<file path="config.mk">
export PLATFORM = sky130hd
export DESIGN_NAME = condition_handler
export DESIGN_NICKNAME = d
export VERILOG_FILES = /design/src/rtl/condition_handler.sv
export SDC_FILE = /design/constraint.sdc
export NUM_CORES = 1
export LEC_CHECK = 0
export ABC_AREA = 0
export CORE_MARGIN = 8
export CORE_UTILIZATION = 30
export CTS_CLUSTER_SIZE = 14
export DETAILED_ROUTE_END_ITERATION = 10
export SYNTH_ARGS = -nofsm -noshare
export SYNTH_HDL_FRONTEND = slang
export SYNTH_SLANG_ARGS = --single-unit
</file>
<file path="constraint.sdc">
create_clock -name clk -period 2.37 [get_ports clk]
set_input_delay 0.711 -clock clk [delete_from_list [all_inputs] [get_ports clk]]
set_output_delay 0.711 -clock clk [all_outputs]
set_load 0.01 [all_outputs]
</file>
<file path="src/rtl/condition_handler.sv">
// Branch condition evaluation, condition-code register and delay-slot/annul FSM.
// Optional macro CC_FORWARD_EN forwards same-cycle Flags into condition evaluation.
module condition_handler (
  input  logic       clk,
  input  logic       reset,
  input  logic [3:0] Flags,
  input  logic       S,
  input  logic [3:0] Cond,
  input  logic       B_instr,
  input  logic       A,
  input  logic       Stall,
  output logic [3:0] CC,
  output logic       Taken,
  output logic       Annul,
  output logic       DelaySlot
);

  localparam logic [1:0] IDLE  = 2'b00;
  localparam logic [1:0] DELAY = 2'b01;
  localparam logic [1:0] ANNUL = 2'b10;

  logic [1:0] state;
  logic [1:0] state_next;
  logic       in_annul;
  logic [3:0] ec;
  logic       z, n, c, v;
  logic       cond_true;
  logic       annul_next;
  logic       cc_we;

  assign in_annul = (state == ANNUL);

`ifdef CC_FORWARD_EN
  // Bypass the ALU result of the current instruction, unless it is being annulled.
  assign ec = (S && !in_annul) ? Flags : CC;
`else
  assign ec = CC;
`endif

  assign {z, n, c, v} = ec;

  always_comb begin
    // NOTE: every combinational output gets a default first so no path can infer a latch.
    cond_true = 1'b0;
    case (Cond)
      4'h0: cond_true = 1'b0;
      4'h1: cond_true = z;
      4'h2: cond_true = z | (n ^ v);
      4'h3: cond_true = n ^ v;
      4'h4: cond_true = c | z;
      4'h5: cond_true = c;
      4'h6: cond_true = n;
      4'h7: cond_true = v;
      4'h8: cond_true = 1'b1;
      4'h9: cond_true = ~z;
      4'hA: cond_true = ~(z | (n ^ v));
      4'hB: cond_true = ~(n ^ v);
      4'hC: cond_true = ~(c | z);
      4'hD: cond_true = ~c;
      4'hE: cond_true = ~n;
      4'hF: cond_true = ~v;
      default: cond_true = 1'b0;
    endcase
  end

  // A branch sitting in an annulled slot is ignored entirely.
  assign Taken = B_instr & cond_true & ~in_annul;

  // Annul the slot for an untaken annulling branch, or for branch-always with A set.
  assign annul_next = A & (~cond_true | (Cond == 4'h8));

  always_comb begin
    state_next = state;
    if (!Stall) begin
      case (state)
        IDLE, DELAY: begin
          if (B_instr) state_next = annul_next ? ANNUL : DELAY;
          else         state_next = IDLE;
        end
        ANNUL:   state_next = IDLE;
        default: state_next = IDLE;
      endcase
    end
  end

  assign cc_we = S & ~Stall & ~in_annul;

  always_ff @(posedge clk or posedge reset) begin
    if (reset) begin
      state <= IDLE;
      CC    <= 4'b0000;
    end else begin
      // NOTE: non-blocking assignments so every register samples pre-edge values.
      state <= state_next;
      if (cc_we) CC <= Flags;
    end
  end

  assign Annul     = in_annul;
  assign DelaySlot = (state == DELAY) || in_annul;

endmodule

</file>
==> flow_metrics.tcl <==
set metrics [dict create \
    cts_sinks 6 \
    rr_endpoint "state[1]" \
    synth.yosys.seq_area_share 0.299 \
    grtUsageMet1 0.102 \
    ys_ff_latch 6 \
    cp-startpoint "Cond[3]" \
    power_leakage_uw 0.000401 \
    crit_type "input pin to primary output" \
    coreArea_um2 1540 \
    rows 14 \
    post_drt_wl_per_cell_um 12.9 \
    numCtsBuffers 3 \
    slew_viol_final 0 \
    holdPathEnd "CC[1]" \
    fin_util 0.575 \
    ir_drop_mv 0.381 \
    timing.rr.start "CC[0]" \
    dp.cells 97 \
    failed_checks "setup timing" \
    p_per_area_nw_per_um2 554 \
    gr-usage-all-layers 0.0862 \
    run_status "finished with violations" \
    syn_area_um2 502 \
    cp_slowest_cell "a311o_1" \
    vias 514 \
    area_delta_synth_final_pct 76.6 \
    antenna_found_initial 0 \
    fmax_mhz 415 \
    worstPathMaxFanout 7 \
    grtUsageMet3 0.0270 \
    setup_viol 1 \
    cp_slowest_stage_delay_ns 0.33 \
    htreeDepth 1 \
    yosysWarningCount 0 \
    syn_nets 67 \
    min_period_ns 2.41 \
    place_worst_setup_slack_ns -0.952 \
    viasPerCell 4.94 \
    final_antenna_net_count 0 \
    tightest_slew_ns 0.249 \
    period_share 1.02 \
    hold_class "register to register" \
    hold_ws_ns 0.580 \
    cts_root_buf "clkbuf_4" \
    final_nets 107 \
    worstSkewPairLatency_ns 0.24 \
    clkTransAtPathRegs_ns 0.04 \
    hold_viol_final 0 \
    synth_cells 50 \
    drtIter0Drc 4 \
    drive_gt1_frac 0.409 \
    hp-start "CC[1]" \
    grt_max_degree 8 \
    crit_family "compound AO/OA/AOI/OAI gates" \
    final_cells 104 \
    relSlewSlack 0.834 \
    die_w_um 56.9 \
    start_util 0.325 \
    final.setup.tns_ns -0.0403 \
    drtPass1Iterations 3 \
    setup_slack_ns -0.0403 \
    ios 21 \
    r2r_slack_ns 0.55 \
    cp-end-kind "primary output" \
    grt_pass1_wl_um 2320 \
    cts_max_path_buffers 2 \
    worstPathRequired_ns 1.66 \
    ys_types 27 \
    busiest_layer "met2" \
    finClkSkew_ns 0.00119 \
    drt-total-wl_um 1340 \
    cp-start-kind "input pin" \
    rsz0062_at_grt "yes" \
    avgSynthCellArea_um2 10.0 \
    gp_congestion 0.663 \
    cp.arrival_ns 1.70 \
    grt_pass1_vias 563 \
    worst-path-buf-inv 2 \
    rr_worst_depth 8 \
    cts_tree "done" \
    n_antenna_cell 0 \
    drv_cap 0 \
    grt-ovfl-total 0 \
    whs_path_depth 1 \
    dp_hpwl_um 1090 \
    grt_util_met2 0.136 \
    path_cells "buf_8 -> nor4b_4 -> a311o_1 -> a211oi_2 -> a21oi_1 -> buf_2" \
    die_area_um2 3240 \
    die_h_um 56.9 \
    remaining_drc_errors 0 \
    io_buffers 20 \
]
-- timing repair --
action                     in CTS  in global routing
setup endpoints to repair       1                  1
hold buffers                    0                  0
gates resized for setup        29                  6
pin swaps                       4                  4
setup buffers                   4                  0
-- metal layers --
layer / vias to the layer above / routed length (µm)
li1: 261 / -
met5: - / 0
met2: 12 / 677
met1: 239 / 574
met3: 2 / 74
met4: 0 / 17
-- stage by stage --
| stage | total power, µW | cell area, µm² |
|---|---|---|
| CTS | 491 | 862 |
| detailed placement | 382 | 801 |
| global route | 529 | 886 |
| floorplan | 248 | 502 |
| finish | 490 | 886 |
| global placement | 379 | 801 |
-- cell families (layout without fill, tap and decap cells) --
| kind of cell | count (synthesis) | after routing | share of synthesized area |
|---|---|---|---|
| AO/OA/AOI/OAI | 11 | 11 | 0.175 |
| XOR/XNOR | 4 | 4 | 0.0698 |
| adder cells (fa/ha/maj) | 3 | 3 | 0.0748 |
| buffers and inverters | 6 | 44 | 0.0599 |
| flip-flops | 6 | 6 | 0.299 |
| multiplexers | 5 | 5 | 0.110 |
| AND/OR/NAND/NOR | 15 | 15 | 0.212 |
-- placed cells by master, fill, tap and decap left out, types with 2 or more instances in the layout --
cell type,instances
a21oi_1,2
nor3b_1,2
mux2_2,4
nor2_1,2
nor4b_2,2
xor2_1,2
a21o_1,2
clkdlybuf4s50_1,15
buf_4,18
ha_1,3
clkbuf_4,3
dfrtp_1,6
nand3_1,2
inv_1,5
-- how the worst max path moves through the flow --
stage,endpoint,cells past startpoint
after CTS,Taken,6
after global placement,Taken,7
after floorplan,Taken,5
final,Taken,6
after detailed placement,Taken,7
after global routing,Taken,6
-- area by class of cell --
cell class | count | area, µm²
tap | 16 | 20.0
clock buffer | 3 | 22.5
multi-input combinational | 38 | 358
timing repair buffer | 36 | 317
inverter | 5 | 18.8
sequential | 6 | 150
fill | 147 | 656
-- synthesized netlist by cell type --
cell type / number / share of area
and3_1: 1 / 0.012
mux2i_1: 1 / 0.020
ha_1: 3 / 0.075
nand2b_1: 1 / 0.012
a32o_1: 1 / 0.020
nor3b_2: 1 / 0.025
nor4b_1: 2 / 0.035
a211oi_2: 1 / 0.025
inv_1: 5 / 0.037
a311o_1: 1 / 0.020
nor2_1: 2 / 0.015
a21o_1: 2 / 0.030
mux2_2: 4 / 0.090
o221a_1: 1 / 0.022
a31oi_1: 1 / 0.012
nor4b_2: 1 / 0.030
a21oi_1: 3 / 0.030
a21boi_0: 1 / 0.015
nor3_1: 1 / 0.010
nand2_1: 1 / 0.0075
dfrtp_1: 6 / 0.30
xnor2_1: 1 / 0.017
buf_6: 1 / 0.022
nand3_1: 2 / 0.020
xor2_1: 3 / 0.052
nor3b_1: 2 / 0.030
or2b_1: 1 / 0.015
-- sequential cells by signal, indices dropped and copies added, names as in the netlist --
name,cells
CC,4
state,2
-- worst register-to-register path, delay by kind of cell (launching register included) --
kind                      cells  cell delay [ns]
buffers and inverters         3             0.38
AOI/OAI and AO/OA             2             0.26
xor gates and xnor gates      1             0.20
and+or+nand+nor               2             0.47
DFF                           1             0.40
-- report_power, final --
group          switching, µW  internal, µW  total [µW]
clock                   33.9          57.1        90.9
sequential              22.6           122         145
combinational           99.2           156         255
(Power assumes the default switching activity.)
